**src/rtl/memory_controller.sv**
```systemverilog
// memory_controller: serialises LSB loads/stores and IF fetches into byte-wide RAM/IO cycles.
// Optional IO-store back-pressure (IO_WAIT) is built only when MC_IO_STALL_EN is defined.
module memory_controller #(
   parameter int unsigned ADDR_WIDTH = 32,
   parameter int unsigned IF_GOAL    = 4,
   parameter logic [1:0]  IO_ADDR_HI = 2'b11
) (
   input  logic                  clk,
   input  logic                  rst,
   input  logic                  lsb_request_in,
   input  logic                  lsb_rw_signal_in,
   input  logic [ADDR_WIDTH-1:0] lsb_address_in,
   input  logic [2:0]            lsb_goal_in,
   input  logic [31:0]           lsb_data_in,
   output logic                  lsb_ready_out,
   output logic [31:0]           lsb_data_out,
   input  logic                  if_request_in,
   input  logic [ADDR_WIDTH-1:0] if_address_in,
   output logic                  if_ready_out,
   output logic [31:0]           if_inst_out,
   input  logic                  rob_rollback_in,
   input  logic                  io_buffer_full_in,
   output logic                  ram_rw_out,
   output logic [ADDR_WIDTH-1:0] ram_address_out,
   output logic [7:0]            ram_data_out,
   input  logic [7:0]            ram_data_in
);
   localparam int unsigned DATA_W = 32;
   localparam int unsigned CNT_W  = 3;

   typedef enum logic [1:0] {IDLE, READ, WRITE, IO_WAIT} state_t;

   typedef struct packed {
      logic                  rw;
      logic                  is_if;
      logic [ADDR_WIDTH-1:0] addr;
      logic [CNT_W-1:0]      goal;
      logic [DATA_W-1:0]     data;
   } op_t;

   state_t               state, state_nxt;
   logic [CNT_W-1:0]     cnt, cnt_nxt;
   op_t                  cur, cur_nxt;
   op_t                  pend, pend_nxt;
   logic                 pend_valid, pend_valid_nxt;
   logic [DATA_W-1:0]    rd_buf, rd_buf_nxt;
   logic                 lsb_ready_nxt, if_ready_nxt, ram_rw_nxt;
   logic [DATA_W-1:0]    lsb_data_nxt, if_inst_nxt;
   logic [ADDR_WIDTH-1:0] ram_addr_nxt;
   logic [7:0]           ram_wdata_nxt;

   logic                 req_ok_c, start_c, io_stall_c;
   op_t                  live_op_c, start_op_c;
   logic [1:0]           byte_idx_c;

   // Byte i of a read is captured at counter value i+2.
   assign byte_idx_c = 2'(cnt - CNT_W'(2));

`ifndef MC_IO_STALL_EN
   logic unused_io_full_c;
   assign unused_io_full_c = io_buffer_full_in;
`endif

   always_comb begin
      state_nxt      = state;
      cnt_nxt        = cnt;
      cur_nxt        = cur;
      pend_nxt       = pend;
      pend_valid_nxt = pend_valid;
      rd_buf_nxt     = rd_buf;
      lsb_ready_nxt  = 1'b0;
      if_ready_nxt   = 1'b0;
      lsb_data_nxt   = lsb_data_out;
      if_inst_nxt    = if_inst_out;
      ram_rw_nxt     = ram_rw_out;
      ram_addr_nxt   = ram_address_out;
      ram_wdata_nxt  = ram_data_out;
      start_c        = 1'b0;
      start_op_c     = '0;
      io_stall_c     = 1'b0;

      live_op_c       = '0;
      live_op_c.rw    = lsb_rw_signal_in;
      live_op_c.addr  = lsb_address_in;
      live_op_c.goal  = lsb_goal_in;
      live_op_c.data  = lsb_data_in;
      // On rollback only stores (already committed) may be accepted.
      req_ok_c = lsb_request_in && (lsb_rw_signal_in || !rob_rollback_in);

      if (pend_valid && rob_rollback_in && !pend.rw) pend_valid_nxt = 1'b0;
      if (state != IDLE && req_ok_c) begin
         pend_valid_nxt = 1'b1;
         pend_nxt       = live_op_c;
      end

      unique case (state)
         IDLE: begin
            if (pend_valid && (pend.rw || !rob_rollback_in)) begin
               start_c        = 1'b1;
               start_op_c     = pend;
               pend_valid_nxt = 1'b0;
            end else if (req_ok_c) begin
               start_c    = 1'b1;
               start_op_c = live_op_c;
            end else if (if_request_in && !rob_rollback_in) begin
               start_c          = 1'b1;
               start_op_c.is_if = 1'b1;
               start_op_c.addr  = if_address_in;
               start_op_c.goal  = CNT_W'(IF_GOAL);
            end
         end
         READ: begin
            if (rob_rollback_in) begin
               state_nxt  = IDLE;
               ram_rw_nxt = 1'b0;
            end else begin
               cnt_nxt = cnt + CNT_W'(1);
               if (cnt >= CNT_W'(2)) rd_buf_nxt[{byte_idx_c, 3'b000} +: 8] = ram_data_in;
               if (cnt < cur.goal) ram_addr_nxt = cur.addr + ADDR_WIDTH'(cnt);
               if (cnt == cur.goal + CNT_W'(1)) begin
                  state_nxt = IDLE;
                  if (cur.is_if) begin
                     if_ready_nxt = 1'b1;
                     if_inst_nxt  = rd_buf_nxt;
                  end else begin
                     lsb_ready_nxt = 1'b1;
                     lsb_data_nxt  = rd_buf_nxt;
                  end
               end
            end
         end
         WRITE: begin
            if (cnt < cur.goal) begin
               ram_rw_nxt    = 1'b1;
               ram_addr_nxt  = cur.addr + ADDR_WIDTH'(cnt);
               ram_wdata_nxt = cur.data[{cnt[1:0], 3'b000} +: 8];
               cnt_nxt       = cnt + CNT_W'(1);
            end else begin
               ram_rw_nxt    = 1'b0;
               lsb_ready_nxt = 1'b1;
               state_nxt     = IDLE;
            end
         end
`ifdef MC_IO_STALL_EN
         IO_WAIT: begin
            if (!io_buffer_full_in) begin
               state_nxt     = WRITE;
               cnt_nxt       = CNT_W'(1);
               ram_rw_nxt    = 1'b1;
               ram_addr_nxt  = cur.addr;
               ram_wdata_nxt = cur.data[7:0];
            end
         end
`endif
         default: state_nxt = IDLE;
      endcase

      // Launch the chosen op and drive its byte 0 right after the start edge.
      if (start_c) begin
`ifdef MC_IO_STALL_EN
         io_stall_c = start_op_c.rw && (start_op_c.addr[17:16] == IO_ADDR_HI) && io_buffer_full_in;
`endif
         cur_nxt    = start_op_c;
         cnt_nxt    = CNT_W'(1);
         rd_buf_nxt = '0;
         if (!start_op_c.rw) begin
            state_nxt    = READ;
            ram_rw_nxt   = 1'b0;
            ram_addr_nxt = start_op_c.addr;
         end else if (io_stall_c) begin
            state_nxt  = IO_WAIT;
            ram_rw_nxt = 1'b0;
         end else begin
            state_nxt     = WRITE;
            ram_rw_nxt    = 1'b1;
            ram_addr_nxt  = start_op_c.addr;
            ram_wdata_nxt = start_op_c.data[7:0];
         end
      end
   end

   always_ff @(posedge clk or negedge rst) begin
      if (!rst) begin
         state           <= IDLE;
         cnt             <= '0;
         cur             <= '0;
         pend            <= '0;
         pend_valid      <= 1'b0;
         rd_buf          <= '0;
         lsb_ready_out   <= 1'b0;
         lsb_data_out    <= '0;
         if_ready_out    <= 1'b0;
         if_inst_out     <= '0;
         ram_rw_out      <= 1'b0;
         ram_address_out <= '0;
         ram_data_out    <= '0;
      end else begin
         state           <= state_nxt;
         cnt             <= cnt_nxt;
         cur             <= cur_nxt;
         pend            <= pend_nxt;
         pend_valid      <= pend_valid_nxt;
         rd_buf          <= rd_buf_nxt;
         lsb_ready_out   <= lsb_ready_nxt;
         lsb_data_out    <= lsb_data_nxt;
         if_ready_out    <= if_ready_nxt;
         if_inst_out     <= if_inst_nxt;
         ram_rw_out      <= ram_rw_nxt;
         ram_address_out <= ram_addr_nxt;
         ram_data_out    <= ram_wdata_nxt;
      end
   end

endmodule
```
**config.mk**
```make
export PLATFORM = sky130hd
export DESIGN_NAME = memory_controller
export DESIGN_NICKNAME = d
export VERILOG_FILES = /design/src/rtl/memory_controller.sv
export SDC_FILE = /design/constraint.sdc
export NUM_CORES = 1
export LEC_CHECK = 0
export BUFFER_PORTS_ARGS = -buffer_cell sky130_fd_sc_hd__clkbuf_2
export CAP_MARGIN = 20
export CORE_MARGIN = 8
export CORE_UTILIZATION = 51
export CTS_CLUSTER_SIZE = 14
export DETAILED_ROUTE_END_ITERATION = 8
export PLACE_DENSITY_LB_ADDON = 0.05
export SLEW_MARGIN = 20
export SYNTH_ARGS = -nofsm -noshare
export SYNTH_HDL_FRONTEND = slang
export SYNTH_SLANG_ARGS = --single-unit
```
**constraint.sdc**
```tcl
create_clock -name clk -period 6.7 [get_ports clk]
set_input_delay 1.675 -clock clk [delete_from_list [all_inputs] [get_ports clk]]
set_output_delay 1.675 -clock clk [all_outputs]
set_load 0.01 [all_outputs]
```
==> results_dict.tcl, run 1 <==
set metrics [dict create \
    finalSetupViolations 0 \
    vias 10100 \
    cp.required_ns 7.14 \
    clkTransAtPathRegs_ns 0.06 \
    io_buffers 219 \
    instances_no_fill 1744 \
    synth-seq-cells 281 \
    worstSetupStartpointType "input port" \
    syn_area_um2 13400 \
    io_pins 221 \
    crit_buf_inv 3 \
    critical_path.top_delay_family "buffers and inverters" \
    critPathCaptureType "flop" \
    hold_buffers 0 \
    syn_inst 1206 \
    worst_ep_arrival_time_ns 4.24 \
    grtUsageTotal 0.218 \
    rows 59 \
    fin_tns_setup_ns 0 \
    synth.distinct_cells 60 \
    area_growth_pct 17.5 \
    root_buffer "clkbuf_16" \
    wl_per_cell_um 19.9 \
    die_area_um2 31700 \
    yosysTopAreaCellShare 0.525 \
    ir_drop_mv 0.261 \
    seq_area_frac_synth 0.525 \
    grt_pass1_vias 10200 \
    cts.repair.resized 0 \
    yosys_warnings 0 \
    numCtsBuffers 31 \
    initial_core_util 0.517 \
    drv_cap 0 \
    cts.sinks 281 \
    crit_slowest_cell "buf_4" \
    grt_pass1_wl_um 56000 \
    synth_largest_area_cell "dfrtp_1" \
    antenna_found_initial 2 \
    grt_start_max_net_pins 145 \
    fin_crit_sh 0.567 \
    hold_viol 0 \
    cp_cell_sequence "clkbuf_2 -> inv_2 -> o21a_1 -> o21ai_4 -> buf_4 -> nor3_1 -> a221o_1" \
    async_reset_ff_frac 1.00 \
    place_hpwl_um 23300 \
    max_stage_delay_ns 0.77 \
    relSlewSlack 0.311 \
    path_max_fanout 97 \
    synth_edf_count 0 \
    pre_cts_ws_ns 2.39 \
    ant_nets 0 \
    route.detailed.drc 0 \
    p_total_w 0.00674 \
    chipHeight_um 178 \
    synth_area_leaders "dfrtp_1, mux2_2, nand2_1, o21ai_0, mux2i_1" \
    layout-drive-gt1-share 0.319 \
    skew_ns 0.0105 \
    clk-insertion-delay-late_ns 0.55 \
    rsz0062_at_grt "false" \
    post_cts_buffers 0 \
    hold_class "flop to flop" \
    final-max-slew-violation-count 0 \
    cts_tree "built" \
    htree_levels 1 \
    synthFlopType "dfrtp_1" \
    clock_path_buffers 3 \
    first_pass_iters 7 \
    holdWs_ns 0.474 \
    worstMarginPinSlew_ns 1.03 \
    p_leak_nw 7.40 \
    avgSynthCellArea_um2 11.1 \
    gr-total-overflow 0 \
    synth_nets 1337 \
    status "complete, no violations" \
    num-nets-final 1515 \
    criticalPathCategory "input port to flop" \
    place_inst 1685 \
    fin_ws_ns 2.90 \
    design.core.area_um2 25900 \
    fmax_mhz 263 \
    pwr_density_cell_nw_per_um2 428 \
    drt_wl_total_um 34700 \
    gp_congestion 0.769 \
    viasPerCell 5.81 \
    drtIter0Drc 713 \
    die_w_um 178 \
    period_needed_ns 3.80 \
]
[cell families (layout without fill, tap and decap cells)]
group,count (synthesis),count (layout),synth area share
buffers and inverters,111,313,0.0360
adder cells (fa/ha/maj),17,17,0.0164
multiplexers,188,188,0.161
flip-flops,281,281,0.525
XOR/XNOR,17,17,0.0122
other,0,1,0
AND/OR/NAND/NOR,317,317,0.110
AO/OA/AOI/OAI,275,275,0.139
[final cells by class]
| type | instances | area [um^2] |
|---|---|---|
| Timing Repair Buffer | 233 | 1220 |
| Multi-Input combinational cell | 814 | 5940 |
| Clock inverter | 7 | 63.8 |
| Tap cell | 335 | 419 |
| Fill cell | 2246 | 10200 |
| Sequential cell | 281 | 7030 |
| Clock buffer | 50 | 957 |
| Antenna cell | 1 | 2.50 |
| Inverter | 23 | 86.3 |
[path summary, 6_finish.rpt]
path                            startpoint                   to  slack (ns)  cells after the start
max                        rob_rollback_in  ram_address_out[16]        2.90                      7
min                                 cur[2]               cur[2]        0.47                      1
max reg2reg                         cnt[0]     lsb_data_out[13]        2.97                      6
min reg2reg                         cur[2]               cur[2]        0.47                      1
max in group asynchronous              rst              cur[16]        4.25                      2
min in group asynchronous              rst  ram_address_out[11]        1.12                      1
[flip-flops by register name, indices dropped and copies added, names as in the netlist]
signal,count
cnt,3
cur,68
if_inst_out,32
if_ready_out,1
lsb_data_out,32
lsb_ready_out,1
pend,68
pend_valid,1
ram_address_out,32
ram_data_out,8
ram_rw_out,1
rd_buf,32
state,2
[Yosys cell counts (all sizes together), types with 9 or more instances]
library cell  number
dfrtp            281
mux2             141
nand2            114
o21ai             97
nor2              70
clkbuf            56
nand3             50
mux2i             39
buf               32
nor3              31
a22oi             30
a21oi             26
a221oi            23
inv               22
a22o              18
ha                16
o211ai            15
nor4              14
or3               14
o31a              12
a21o              10
o32ai             10
xnor2              9
[worst reg2reg max path: stages, from the launching register on]
cell and delay, ns:
dfrtp_1 0.96, inv_1 0.28, ha_1 0.36, nor3_1 0.36, nor3b_4 0.88, buf_4 0.40, mux2_2 0.38
[metrics by stage]
step                 util  instance area (um^2)
finish              0.607                 15700
detailed placement  0.567                 14700
global placement    0.567                 14700
floorplan               -                 13400
CTS                 0.606                 15700
global route        0.607                 15700
[cell usage in the layout (no fill, tap or decap), drive strengths merged, types with 3 or more instances in the layout]
cell type	synthesis	final
a22oi	30	30
clkbuf	56	268
nor4	14	14
a22o	18	18
mux2i	39	39
xor2	7	7
o211ai	15	15
nor3	31	31
a211oi	5	5
nand3	50	50
xnor2	9	9
nor2	70	70
mux4	8	8
nor3b	3	3
o21ai	97	97
o31ai	7	7
o32ai	10	10
nor2b	3	3
buf	32	15
nand2	114	114
o21a	6	6
o31a	12	12
and4	4	4
nand4	4	4
mux2	141	141
a21oi	26	26
a221oi	23	23
clkinv	1	7
dfrtp	281	281
and2	4	4
a21o	10	10
or3	14	14
ha	16	16
a221o	5	5
inv	22	22
[per-layer routing]
metal	vias to the layer above	GRT usage	wire length, um
met5	-	0	12
met4	2	0.0636	816
met3	53	0.0392	2130
met2	262	0.339	16100
met1	5042	0.309	15700
li1	4767	-	-
[where the power goes]
group	leakage, nW	internal [W]	switching, W
sequential	3.62	0.00227	0.000415
combinational	3.27	0.00104	0.00133
clock	0.508	0.00101	0.000673
Note: power is estimated with default switching activity, not from simulation.
==> run 2, diff against run 1 <==
--- a/config.mk
+++ b/config.mk
@@ -5,6 +5,7 @@
 export SDC_FILE = /design/constraint.sdc
 export NUM_CORES = 1
 export LEC_CHECK = 0
+export ABC_AREA = 1
 export BUFFER_PORTS_ARGS = -buffer_cell sky130_fd_sc_hd__clkbuf_2
 export CAP_MARGIN = 20
 export CORE_MARGIN = 8
==> constraint.sdc (replaced) <==
create_clock -name clk -period 3.4 [get_ports clk]
set_input_delay 0.85 -clock clk [delete_from_list [all_inputs] [get_ports clk]]
set_output_delay 0.85 -clock clk [all_outputs]
set_load 0.01 [all_outputs]
==> run 2 against run 1 <==
Effect of this change:
- via count up 25%
- first-iteration DRC count is 49% higher
- sequential power increased by 91%
- clock power rose by 99%
- total power increased by 110%
- combinational power is 130% higher
- area after synthesis up 4.1%
- sequential share of layout area decreased by 1.7 points
- register-to-register slack lost 2.2 ns
- critical endpoint is now ram_data_out[0]
==> results_dict.tcl, run 2 <==
set metrics [dict create \
    status "complete, no violations" \
    synth_area_leaders "dfrtp_1, nand2_1, o21ai_0, inv_1, nand3_1" \
    crit_buf_inv 2 \
    io_buffers 219 \
    fin_crit_sh 0.771 \
    mostFrequentLayoutCells "nand2_1, dfrtp_1, clkbuf_2" \
    root_buffer "clkbuf_16" \
    syn_area_um2 13900 \
    place_hpwl_um 28500 \
    seq_area_frac_synth 0.504 \
    pre_cts_ws_ns 0.597 \
    yosys_warnings 0 \
    gr-total-overflow 0 \
    pwr_density_cell_nw_per_um2 845 \
    skew_ns 0.00723 \
    num-nets-final 2162 \
    chipHeight_um 181 \
    cpMostUsedCell "o21ai_0" \
    grt_start_max_net_pins 82 \
    clock_path_buffers 3 \
    worstSetupStartpointType "flop" \
    layout-drive-gt1-share 0.156 \
    gp_congestion 0.893 \
    grt_pass1_wl_um 64500 \
    cts_tree "built" \
    fmax_mhz 381 \
    utilization 0.609 \
    clk-insertion-delay-late_ns 0.54 \
    synth.distinct_cells 33 \
    place_area_um2 15300 \
    worstMarginPinSlew_ns 0.884 \
    die_area_um2 32900 \
    rows 60 \
    ant_nets 0 \
    fin_ws_ns 0.777 \
    synthFlopType "dfrtp_1" \
    worst_ep_arrival_time_ns 3.02 \
    initial_core_util 0.519 \
    critical_path.top_delay_family "compound AO/OA/AOI/OAI gates" \
    area_growth_pct 17.3 \
    crit_slowest_cell "nor2_2" \
    hold_viol 0 \
    relSlewSlack 0.410 \
    io_pins 221 \
    vias 12700 \
    cts.sinks 281 \
    cts.repair.resized 0 \
    grt_pass1_vias 12000 \
    cp.required_ns 3.79 \
    design_area_um2 16400 \
    fin_tns_setup_ns 0 \
    die_w_um 181 \
    period_needed_ns 2.62 \
    ir_drop_mv 0.477 \
    hold_class "input port to async pin" \
    finalSetupViolations 0 \
    async_reset_ff_frac 1.00 \
    first_pass_iters 5 \
    insertedDiodeCount 0 \
    synth_edf_count 0 \
    yosys.cell_count.top_type "nand2_1" \
    routed-wl-met3_um 2880 \
    clkTransAtPathRegs_ns 0.06 \
    antenna_found_initial 0 \
    synth_largest_area_cell "dfrtp_1" \
    yosysTopAreaCellShare 0.504 \
    synth_nets 1972 \
    syn_inst 1841 \
    cp_cell_sequence "inv_1 -> buf_4 -> ha_1 -> o21ai_0 -> nor2_2 -> o21ai_0 -> o211ai_1 -> o21ai_0" \
    grtUsageTotal 0.237 \
    top_layer_used "met4" \
    wl_per_cell_um 16.6 \
    drv_cap 0 \
    final_common_cell "nand2_1" \
    viasPerCell 5.30 \
    p_leak_nw 8.66 \
    synth-seq-cells 281 \
    yosys-top-cells-count "nand2_1, dfrtp_1, o21ai_0" \
    final-max-slew-violation-count 0 \
    numCtsBuffers 30 \
    rsz0062_at_grt "false" \
    avgSynthCellArea_um2 7.57 \
    drtIter0Drc 1060 \
    max_stage_delay_ns 0.65 \
    criticalPathCategory "flop to flop" \
    critPathCaptureType "flop" \
    top_regs "cur (68), pend (68)" \
    post_cts_buffers 0 \
    path_max_fanout 19 \
    hold_buffers 0 \
    drt_wl_total_um 39700 \
    htree_levels 1 \
    route.detailed.drc 0 \
    design.core.area_um2 26900 \
    wl_met2_um 16900 \
    drt-met1-wl_um 19200 \
]
-- run 2: cell count changes after synthesis, sizes merged, moves of 23 or more --
cell    previous run  this run
a221oi            23         0
a22oi             30         0
buf               32        60
o21ai             97       197
inv               22       175
mux2             141         0
nand3             50       127
nand2            114       730
mux2i             39         0
-- run 2: through the flow --
step / std cells / hold WS [ns] / power [W]
3_5_place_dp: 2340 / 0.459 / 0.0105
5_1_grt: 2394 / 0.338 / 0.0149
3_3_place_gp: 2340 / 0.455 / 0.0104
2_1_floorplan: 1841 / 0.442 / 0.00876
6_report: 2394 / 0.286 / 0.0138
4_1_cts: 2394 / 0.300 / 0.0139
-- run 2: kinds of logic after synthesis --
logic type,after synthesis,synth area share
AOI/OAI and AO/OA,304,0.121
xor gates and xnor gates,3,0.00188
adders and majority gates,17,0.0158
buffers and inverters,272,0.0800
DFF,281,0.504
and+or+nand+nor,964,0.277
-- run 2: layout make-up --
cell class                 instances  area (um^2)
sequential                       281         7030
multi-input combinational       1288         5810
clock inverter                    11          133
inverter                         178          668
clock buffer                      43          881
timing repair buffer             252         1420
fill                            2530        10500
tap                              341          427
-- run 2: path summary, 6_finish.rpt --
check                         start                  end  slack (ns)  cells past startpoint
hold / removal                  rst      if_inst_out[16]        0.29                      1
setup reg to reg             cnt[0]      ram_data_out[0]        0.78                      8
hold reg to reg            pend[66]             pend[66]        0.47                      2
min in group clk           pend[66]             pend[66]        0.47                      2
setup / recovery             cnt[0]      ram_data_out[0]        0.78                      8
max in group asynchronous       rst  ram_address_out[14]        2.26                      2
-- run 2: report_power, final --
part	internal (W)	total, W	switching [W]	leakage [nW]
registers	0.00445	0.00513	0.000676	3.68
clock network	0.00201	0.00335	0.00134	0.502
logic	0.00166	0.00535	0.00369	4.49
total	0.00813	0.0138	0.00570	8.66
-- run 2: worst reg2reg max path: cells and delay by family, from the launching register on --
family	cells	cell delay [ns]
and+or+nand+nor	1	0.65
DFF	1	0.43
buffers and inverters	2	0.48
adders and majority gates	1	0.19
AOI/OAI and AO/OA	4	0.73
-- run 2: per-layer routing --
| metal | up-vias | GRT usage |
|---|---|---|
| li1 | 6253 | - |
| met1 | 5944 | 0.357 |
| met2 | 433 | 0.346 |
| met3 | 48 | 0.0495 |
| met4 | 0 | 0.0528 |
| met5 | - | 0 |
